==> config.mk <==
export PLATFORM = sky130hd
export DESIGN_NAME = cordic_sched
export DESIGN_NICKNAME = d
export VERILOG_FILES = /design/src/rtl/cordic_pkg.sv /design/src/rtl/cordic_rsp_fifo.sv /design/src/rtl/cordic_sched_chk.sv /design/src/rtl/cordic_sched.sv
export SDC_FILE = /design/constraint.sdc
export NUM_CORES = 1
export LEC_CHECK = 0
export CORE_ASPECT_RATIO = 1.1
export CORE_UTILIZATION = 50
export CTS_CLUSTER_DIAMETER = 50
export DETAILED_ROUTE_END_ITERATION = 7
export GPL_TIMING_DRIVEN = 0
export PLACE_DENSITY = 0.75
export SLEW_MARGIN = 30
export SYNTH_ARGS = -nofsm -noshare
export SYNTH_HDL_FRONTEND = slang
export SYNTH_HIERARCHICAL = 1
export SYNTH_SLANG_ARGS = --single-unit
==> constraint.sdc <==
create_clock -name clk -period 4.5 [get_ports clk]
set_clock_uncertainty 0.15 [all_clocks]
set_input_delay 1.35 -clock clk [delete_from_list [all_inputs] [get_ports clk]]
set_output_delay 1.35 -clock clk [all_outputs]
set_load 0.01 [all_outputs]
==> src/rtl/cordic_pkg.sv <==
// Shared widths and the tag-line record used by the CORDIC request scheduler.
package cordic_pkg;
  localparam int ANGLE_W     = 16;
  localparam int DATA_W      = 24;
  localparam int SEL_W       = 4;
  localparam int SEL_VEC_BIT = 3;
  localparam int TAG_ID_W    = 3;  // holds any requester id for NREQ up to 8

  typedef struct packed {
    logic                valid;
    logic [TAG_ID_W-1:0] id;
  } tag_t;
endpackage

==> src/rtl/cordic_rsp_fifo.sv <==
// Synchronous response FIFO; the head entry is presented from output registers.
module cordic_rsp_fifo #(
  parameter int DEPTH = 8,
  parameter int WIDTH = 51
) (
  input  logic                       clk,
  input  logic                       rst_n,
  input  logic                       push,
  input  logic [WIDTH-1:0]           wdata,
  input  logic                       pop,
  output logic [WIDTH-1:0]           rdata,
  output logic                       rvalid,
  output logic                       full,
  output logic                       empty,
  output logic [$clog2(DEPTH+1)-1:0] count
);
  localparam int PW = (DEPTH > 1) ? $clog2(DEPTH) : 1;
  localparam int CW = $clog2(DEPTH + 1);

  logic [WIDTH-1:0] mem_r [DEPTH];
  logic [PW-1:0]    wr_ptr_r;
  logic [PW-1:0]    rd_ptr_r;
  logic [PW-1:0]    rd_ptr_nx_s;
  logic [CW-1:0]    count_r;
  logic [CW-1:0]    count_nx_s;
  logic [WIDTH-1:0] head_nx_s;
  logic [WIDTH-1:0] rdata_r;
  logic             rvalid_r;
  logic             pop_s;

  function automatic logic [PW-1:0] ptr_inc(input logic [PW-1:0] p);
    return (p == PW'(DEPTH - 1)) ? {PW{1'b0}} : p + {{(PW-1){1'b0}}, 1'b1};
  endfunction

  // Next head: a push into an otherwise-draining FIFO bypasses storage.
  always_comb begin
    pop_s       = pop & rvalid_r;
    rd_ptr_nx_s = pop_s ? ptr_inc(rd_ptr_r) : rd_ptr_r;
    count_nx_s  = count_r + CW'(push) - CW'(pop_s);
    if (push && ((count_r - CW'(pop_s)) == {CW{1'b0}})) begin
      head_nx_s = wdata;
    end else if (count_nx_s != {CW{1'b0}}) begin
      head_nx_s = mem_r[rd_ptr_nx_s];
    end else begin
      head_nx_s = rdata_r;
    end
  end

  // Storage write; contents need no reset because count gates every read.
  always_ff @(posedge clk) begin
    if (push) mem_r[wr_ptr_r] <= wdata;
  end

  // Pointers, occupancy and the registered head.
  always_ff @(posedge clk or negedge rst_n) begin
    if (!rst_n) begin
      wr_ptr_r <= {PW{1'b0}};
      rd_ptr_r <= {PW{1'b0}};
      count_r  <= {CW{1'b0}};
      rvalid_r <= 1'b0;
      rdata_r  <= {WIDTH{1'b0}};
    end else begin
      if (push) wr_ptr_r <= ptr_inc(wr_ptr_r);
      rd_ptr_r <= rd_ptr_nx_s;
      count_r  <= count_nx_s;
      rvalid_r <= (count_nx_s != {CW{1'b0}});
      rdata_r  <= head_nx_s;
    end
  end

  assign rdata  = rdata_r;
  assign rvalid = rvalid_r;
  assign count  = count_r;
  assign full   = (count_r == CW'(DEPTH));
  assign empty  = (count_r == {CW{1'b0}});
endmodule

==> src/rtl/cordic_sched_chk.sv <==
// Structural invariants of the credited response path.
module cordic_sched_chk #(
  parameter int NREQ       = 4,
  parameter int FIFO_DEPTH = 8
) (
  input logic                            clk,
  input logic                            rst_n,
  input logic                            push,
  input logic                            full,
  input logic [NREQ-1:0]                 grant,
  input logic [$clog2(FIFO_DEPTH+1)-1:0] credit,
  input logic [$clog2(FIFO_DEPTH+1)-1:0] count
);
  a_no_push_full: assert property (@(posedge clk) disable iff (!rst_n) !(push && full));
  a_grant_onehot: assert property (@(posedge clk) disable iff (!rst_n) $onehot0(grant));
  a_credit_bound: assert property (@(posedge clk) disable iff (!rst_n)
                                   (int'(credit) + int'(count)) <= FIFO_DEPTH);
endmodule

==> src/rtl/cordic_sched.sv <==
// Round-robin front end sharing one CORDIC pipeline among NREQ requesters; results
// return tagged with their origin through a credited FIFO so the pipeline never stalls.
module cordic_sched
  import cordic_pkg::*;
#(
  parameter int NREQ       = 4,
  parameter int PIPE_LAT   = 18,
  parameter int FIFO_DEPTH = 8
) (
  input  logic                    clk,
  input  logic                    rst_n,
  input  logic [NREQ-1:0]         req_valid,
  output logic [NREQ-1:0]         req_ready,
  input  logic [16*NREQ-1:0]      req_angle,
  input  logic [16*NREQ-1:0]      req_another,
  input  logic [4*NREQ-1:0]       req_select,
  output logic                    cordic_valid,
  output logic [ANGLE_W-1:0]      cordic_angle,
  output logic [ANGLE_W-1:0]      cordic_another,
  output logic [SEL_W-1:0]        cordic_select,
  input  logic                    res_in_valid,
  input  logic [DATA_W-1:0]       res_in_x,
  input  logic [DATA_W-1:0]       res_in_y,
  output logic                    rsp_valid,
  input  logic                    rsp_ready,
  output logic [$clog2(NREQ)-1:0] rsp_id,
  output logic [DATA_W-1:0]       rsp_x,
  output logic [DATA_W-1:0]       rsp_y,
  output logic                    busy,
  output logic                    err
);
  localparam int IDW = $clog2(NREQ);
  localparam int CRW = $clog2(FIFO_DEPTH + 1);
  localparam int RW  = TAG_ID_W + 2 * DATA_W;

  logic [IDW-1:0]     ptr_r;
  logic [IDW-1:0]     issue_id_r;
  logic [IDW-1:0]     grant_id_s;
  logic [NREQ-1:0]    grant_s;
  logic               grant_hit_s;
  logic [CRW-1:0]     credit_r;
  tag_t               tag_r [PIPE_LAT];
  tag_t               tail_s;
  logic               tag_any_s;
  logic               push_s, drop_s, orphan_s, pop_s;
  logic               err_r;
  logic [RW-1:0]      fifo_rdata_s;
  logic               fifo_full_s, fifo_empty_s;
  logic [CRW-1:0]     fifo_count_s;
  logic [ANGLE_W-1:0] angle_s   [NREQ];
  logic [ANGLE_W-1:0] another_s [NREQ];
  logic [SEL_W-1:0]   select_s  [NREQ];

  for (genvar i = 0; i < NREQ; i++) begin : g_slice
    assign angle_s[i]   = req_angle[i*ANGLE_W +: ANGLE_W];
    assign another_s[i] = req_another[i*ANGLE_W +: ANGLE_W];
    assign select_s[i]  = req_select[i*SEL_W +: SEL_W];
  end

  // Search from ptr+1; walking backwards lets the nearest requester win.
  always_comb begin
    grant_id_s  = ptr_r;
    grant_hit_s = 1'b0;
    if (rst_n && (credit_r != {CRW{1'b0}})) begin
      for (int k = NREQ; k >= 1; k--) begin
        grant_id_s  = req_valid[IDW'((int'(ptr_r) + k) % NREQ)] ?
                      IDW'((int'(ptr_r) + k) % NREQ) : grant_id_s;
        grant_hit_s = grant_hit_s | req_valid[IDW'((int'(ptr_r) + k) % NREQ)];
      end
    end else begin
      grant_hit_s = 1'b0;
    end
    grant_s = grant_hit_s ? ({{(NREQ-1){1'b0}}, 1'b1} << grant_id_s) : {NREQ{1'b0}};
  end

  assign req_ready = grant_s;

  // Issue stage: capture the granted operands and advance the pointer on transfer.
  always_ff @(posedge clk or negedge rst_n) begin
    if (!rst_n) begin
      ptr_r          <= IDW'(NREQ - 1);
      issue_id_r     <= {IDW{1'b0}};
      cordic_valid   <= 1'b0;
      cordic_angle   <= {ANGLE_W{1'b0}};
      cordic_another <= {ANGLE_W{1'b0}};
      cordic_select  <= {SEL_W{1'b0}};
    end else begin
      cordic_valid <= grant_hit_s;
      if (grant_hit_s) begin
        ptr_r          <= grant_id_s;
        issue_id_r     <= grant_id_s;
        cordic_angle   <= angle_s[grant_id_s];
        cordic_another <= another_s[grant_id_s];
        cordic_select  <= select_s[grant_id_s];
      end
    end
  end

  // Tag line: slot k carries the id of the op now k+1 stages into the pipeline.
  always_ff @(posedge clk or negedge rst_n) begin
    if (!rst_n) begin
      for (int i = 0; i < PIPE_LAT; i++) tag_r[i] <= {$bits(tag_t){1'b0}};
    end else begin
      tag_r[0] <= '{valid: cordic_valid, id: TAG_ID_W'(issue_id_r)};
      for (int i = 1; i < PIPE_LAT; i++) tag_r[i] <= tag_r[i-1];
    end
  end

  // Any op still travelling through the pipeline.
  always_comb begin
    tag_any_s = 1'b0;
    for (int i = 0; i < PIPE_LAT; i++) tag_any_s = tag_any_s | tag_r[i].valid;
  end

  assign tail_s   = tag_r[PIPE_LAT-1];
  assign push_s   = tail_s.valid & res_in_valid;
  assign drop_s   = tail_s.valid & ~res_in_valid;
  assign orphan_s = ~tail_s.valid & res_in_valid;
  assign pop_s    = rsp_valid & rsp_ready;

  // A lost result frees its reserved slot, otherwise that credit would leak forever.
  always_ff @(posedge clk or negedge rst_n) begin
    if (!rst_n) begin
      credit_r <= CRW'(FIFO_DEPTH);
      err_r    <= 1'b0;
    end else begin
      credit_r <= credit_r + CRW'(pop_s) + CRW'(drop_s) - CRW'(grant_hit_s);
      err_r    <= err_r | drop_s | orphan_s;
    end
  end

  cordic_rsp_fifo #(
    .DEPTH (FIFO_DEPTH),
    .WIDTH (RW)
  ) u_rsp_fifo (
    .clk    (clk),
    .rst_n  (rst_n),
    .push   (push_s),
    .wdata  ({tail_s.id, res_in_x, res_in_y}),
    .pop    (rsp_ready),
    .rdata  (fifo_rdata_s),
    .rvalid (rsp_valid),
    .full   (fifo_full_s),
    .empty  (fifo_empty_s),
    .count  (fifo_count_s)
  );

  cordic_sched_chk #(
    .NREQ       (NREQ),
    .FIFO_DEPTH (FIFO_DEPTH)
  ) u_chk (
    .clk    (clk),
    .rst_n  (rst_n),
    .push   (push_s),
    .full   (fifo_full_s),
    .grant  (grant_s),
    .credit (credit_r),
    .count  (fifo_count_s)
  );

  assign rsp_id = IDW'(fifo_rdata_s[RW-1 -: TAG_ID_W]);
  assign rsp_x  = fifo_rdata_s[2*DATA_W-1 -: DATA_W];
  assign rsp_y  = fifo_rdata_s[DATA_W-1:0];
  assign busy   = tag_any_s | ~fifo_empty_s | cordic_valid;
  assign err    = err_r;
endmodule

---- Yosys cells after proc, flatten, opt, wreduce, memory -nomap -nowiden ----
Memories as Yosys holds them, arrays and structs flattened.
Cells that the tools add are included.
cells by class
  add/sub/neg operators ................... 12
  magnitude comparators ................... 5
  eq/ne operators ......................... 2
  shift operators ......................... 1
  muxes and demuxes ....................... 35
  bitwise gates (word level) .............. 32
  reduce and logical (&&, ||, !) cells .... 7
operators by type and width
  cell                 count
  $mux 50              2
  $bmux 16 s2          2
  $mux 16              4
  $or 1x1->1           24
  $lt 2x4->1 const B   4
  $add 4x1->4          3
  $mux 4               3
  $sub 4x1->4          3
  $mux 1               11
  $mux 2               5
  $mux 3               3
  $bmux 1 s2           4
  $bmux 4 s2           1
  $logic_not 4->1      2
  $reduce_bool 4->1    2
  $add 3x1->3 const B  2
  $eq 3x3->1 const B   2
  $add 2x1->2 const B  2
  $add 2x2->2 const B  2
  $and 1x1->1          4
  $shl 1x2->4 const A  1
  $ge 3x3->1 const B   1
  $not 1->1            3
  $not 2->3            1
  other kinds (2)      3
storage, ports and cells
  register bits after elaboration ......... 161
  RAM bits ................................ 400
  memories ................................ 1
memory list
  memory            words  bits a word  rd ports  clocked after memory_dff  write ports  RTL line               text
  u_rsp_fifo.mem_r  8      50           1         0                         1            cordic_rsp_fifo.sv:20  logic [WIDTH-1:0] mem_r [DEPTH];

---- Longest topological paths before layout ----
  word-level depth ........................ 19
  gate-level depth with buffers ........... 14
  depth with buffers taken out ............ 12

---- Cells and area by module ----
The synthesis kept the hierarchy.
by module, submodules not included
  module           instances  cells an instance  area each (um^2)
  cordic_rsp_fifo  1          1523               20808.7
  cordic_sched     1          376                4488.1

---- Worst setup path before layout ----
No wires, ideal clock.
  kind .................................... input port to flip-flop
  start point ............................. in res_in_valid
  end point ............................... mem u_rsp_fifo/mem_r[0][0] (netlist name), enable pin
  library setup time ...................... 522 ps
  data arrival time ....................... 5235 ps
  slack ................................... -1407 ps
  stages on the path ...................... 3
  path through ............................ and2_1 nand2b_1 nor3_1
on the way
  longest elaborated chain between the ends .. 3
RTL lines
  item                          RTL line               text
  from (decl)                   cordic_sched.sv:21     input logic res_in_valid,
  $and 1x1->1                   cordic_sched.sv:116    assign push_s = tail_s.valid & res_in_valid;
  $mux 1                        cordic_rsp_fifo.sv:51  if (push) mem_r[wr_ptr_r] <= wdata;
  $mux 1 (implied by the code)  cordic_rsp_fifo.sv:51
  to (decl)                     cordic_rsp_fifo.sv:20
No other way between the ends.

---- Final worst setup path ----
  start point ............................. in req_valid[1]
  end point ............................... out req_ready[1]
on the way
  longest elaborated chain between the ends .. 10
RTL lines
  item                                        RTL line                                text
  from (decl)                                 cordic_sched.sv:12                      input logic [NREQ-1:0] req_valid,
  $bmux 1 s2                                  cordic_sched.sv:66, cordic_sched.sv:68
  $mux 1 (implied by the code) (2 in series)  cordic_sched.sv:66, cordic_sched.sv:68
  $mux 2 (4 in series)                        cordic_sched.sv:66                      grant_id_s = req_valid[IDW'((int'(ptr_r) + k) % NREQ)] ?
  $mux 2                                      cordic_sched.sv:64                      if (rst_n && (credit_r != {CRW{1'b0}})) begin
  $shl 1x2->4                                 cordic_sched.sv:73                      grant_s = grant_hit_s ? ({{(NREQ-1){1'b0}}, 1'b1} << grant_id_s) : {NREQ{1'b0}};
  $mux 4 *                                    cordic_sched.sv:73
  to (decl)                                   cordic_sched.sv:13                      output logic [NREQ-1:0] req_ready,
Every way passes the cells marked *; elsewhere a longest branch is shown, timed or not. The select of a mux whose other input is x is not followed.

==> key figures <==
Run status
  – Status: complete, but fails checks
  – Failing checks: negative setup slack

Synthesis
  – Synthesis Warnings: 6
  – Mean post-synth cell area: 13.3 um^2
  – Synthesized instance count: 1,870
  – Mapped Area: ~25,000 um^2
  – Syn Nets: 2,088

Detailed routing
  – Post-route DRC: 0
  – Remaining antenna violation count: 0
  – Via count: between 15,000 and 20,000
  – Number of vias per cell: approximately 6.1
  – Drt wl/cell: 25.7 um
  – Starting DRT DRC Count: ~1,900
  – Final WL: between 70,000 and 80,000 um
  – Drt first pass iters: 5

Setup path
  – Most used cell along the critical path: or4_4
  – Crit path max fanout: 6
  – Crit path capture type: output port
  – CP max-delay cell: or4_4
  – Crit path largest cell delay: a little over 500 ps
  – Crit path kind: in2out
  – Worst path cell trace: buf_8 > and4b_1 > or4_4 > or4_4 > and2_4 > buf_12 > nor3_4 > buf_2
  – Worst endpoint data arrival time: between 3000 and 4000 ps
  – CP delay by family, top: simple AND/OR/NAND/NOR gates
  – WP buf/inv: 3
  – Critical Path RT: roughly 3000 ps
  – Critical Path Start Type: input port

Die
  – Die height: approximately 240 um
  – Initial Utilization: 50.7%
  – Die width: about 210 um
  – Std cell rows: 85
  – Core region area: 49,000 um^2
  – Die area: just over 50,000 um^2
  – IO Pins: around 290

CTS
  – Worst-skew pair later-pin latency: around 630 ps
  – Post-CTS Hold Fix Bufs: 0
  – Clock-pin slew on the worst setup and hold paths: 60 ps
  – CTS tree: yes
  – TritonCTS buffer count: 56
  – H-tree depth: 2
  – CTS Root Cell: clkbuf_16
  – CTS Sinks: 561
  – Longest Clk Path Bufs: 3

Timing
  – Final setup fails: 4
  – Fin crit period: approximately 4700 ps
  – Final Hold Fails: 0
  – Final setup TNS: -623 ps
  – Worst-Margin Slew: 977 ps
  – Final Cycle Share: 104%
  – Final hold slack: approximately 190 ps
  – Slew HR: ~34%
  – RSZ-0062 raised after global routing: true
  – Worst setup margin: -189 ps
  – Max Clk Rate: 0.213 GHz
  – Max Slew Vio Count: 0

Pwr
  – Leak Pwr: about 13 nW
  – Clock power frac: a little under a quarter
  – Gate power share: a little over two fifths
  – Sw frac: a little under two fifths
  – Reported net switching power: a little under 8 mW
  – Int Pwr: between 10 and 15 mW
  – Worst VDD drop: 0.000336 V
  – Power density over the cells: around 650 nW/um^2
  – Reg power frac: 34.4%

Run
  – MaxCap Viol Count: 0

GRT
  – Number of global-route vias before repair: 18,800
  – Met1 Resource Use GR: 35.6%
  – GRT Util Overall: a little under a third
  – GR peak layer: met2
  – Pin count of the biggest net entering global routing: 39
  – Met2 usage: 51.9%
  – First-pass GRT wire length: ~110,000 um
  – GR Overflow Total: 0
  – Initial antenna violation count: 5
  – Met3 Track Usage GR: under 10%

Placed design
  – Placed Area: roughly 29,000 um^2
  – Setup WS pre-CTS: -2000 ps
  – IO Port Bufs: between 200 and 300
  – Final HPWL DP: 52,200 um
  – Placer Congestion: ~0.95

Finish
  – Final nets: approximately 2,500
  – Design area: around 32,000 um^2
  – Share of cells above drive strength 1: around 13%
  – Reg area: around 16,000 um^2
  – Area of the multi-input gates: around 7600 um^2
  – Area grow syn2layout: 26.9%
  – FILL cells: roughly 3,600

Hold path
  – Hold Crit Class: reg2reg
per-layer routing:
metal	wire (um)	share of wire, %	up-vias
li1	-	-	7961
met1	27600	36	9036
met2	38300	50	993
met3	6640	8.7	192
met4	3500	4.6	6
met5	45	0.059	-
sequential cells by signal, indices dropped and copies added, names as in the netlist:
signal / cells
tag_r: 54
u_rsp_fifo/rdata: 50
u_rsp_fifo/rd_ptr_r: 3
credit_r: 4
cordic_angle: 16
err: 1
u_rsp_fifo/rvalid: 1
u_rsp_fifo/count: 4
cordic_another: 16
u_rsp_fifo/mem_r: 400
cordic_select: 4
cordic_valid: 1
u_rsp_fifo/wr_ptr_r: 3
issue_id_r: 2
ptr_r: 2
stage by stage:
stage	total power [mW]	utilization [%]	cells
4_1_cts	20.5	64.3	2954
3_3_place_gp	15.3	58.5	2815
3_5_place_dp	15.7	59.9	2843
2_1_floorplan	12.1	-	1870
6_report	20.6	64.4	2959
5_1_grt	21.5	64.4	2957
power groups by stage:
stage               logic [mW]  registers, mW  clock network, mW
detailed placement        8.50           7.17                  0
floorplan                 4.90           7.21                  0
CTS                       8.67           7.09               4.78
global placement          8.12           7.18                  0
global route              9.30           7.18               4.97
finish                    8.83           7.10               4.71
layout by cell type (no fill, tap or decap), types with 5 or more instances in the layout:
cell type,instances
buf_16,19
nand3_1,42
buf_6,12
buf_8,8
nor2b_1,12
clkbuf_1,121
inv_1,181
a22oi_1,9
nor2_1,41
a211oi_2,20
bufinv_16,6
nand2_1,72
nand2b_1,7
clkinv_1,5
o211ai_1,195
clkbuf_16,57
mux2i_1,54
bufbuf_16,5
a221oi_1,9
dfrtp_1,158
a21oi_1,13
o31ai_1,9
a211oi_1,86
o211ai_2,11
nor2_4,8
buf_1,9
o211a_1,153
buf_2,32
clkdlybuf4s50_1,283
ha_1,15
or4_1,41
edfxtp_1,400
clkinv_2,10
o21ai_0,15
and3_1,38
o211a_2,38
buf_4,11
final cells by class:
cell class,instances,area share (%)
sequential,561,50.8
multi-input combinational,957,23.9
timing repair buffer,335,12.1
clock buffer,71,4.68
tap,652,2.58
buffer,161,2.39
inverter,185,2.25
clock inverter,34,1.20
antenna,3,0.0238
timing repair:
action,CTS,global route
cloned,5,1
hold endpoints to repair,0,0
pin swaps,5,4
setup endpoints to repair,57,53
gates resized for setup,66,15
buffers inserted,7,2
worst paths after layout:
path	to	cells past startpoint	startpoint	slack [ps]
hold reg to reg	tag_r[5]	0	tag_r[9]	190
hold / removal	tag_r[5]	0	tag_r[9]	190
setup / recovery	req_ready[1]	8	req_valid[1]	-190
min in group asynchronous	tag_r[31]	1	rst_n	420
max in group asynchronous	u_rsp_fifo/rdata[38]	2	rst_n	3210
setup reg to reg	u_rsp_fifo/rdata[38]	13	u_rsp_fifo/rvalid	720
Note: power is estimated with default switching activity, not from simulation.
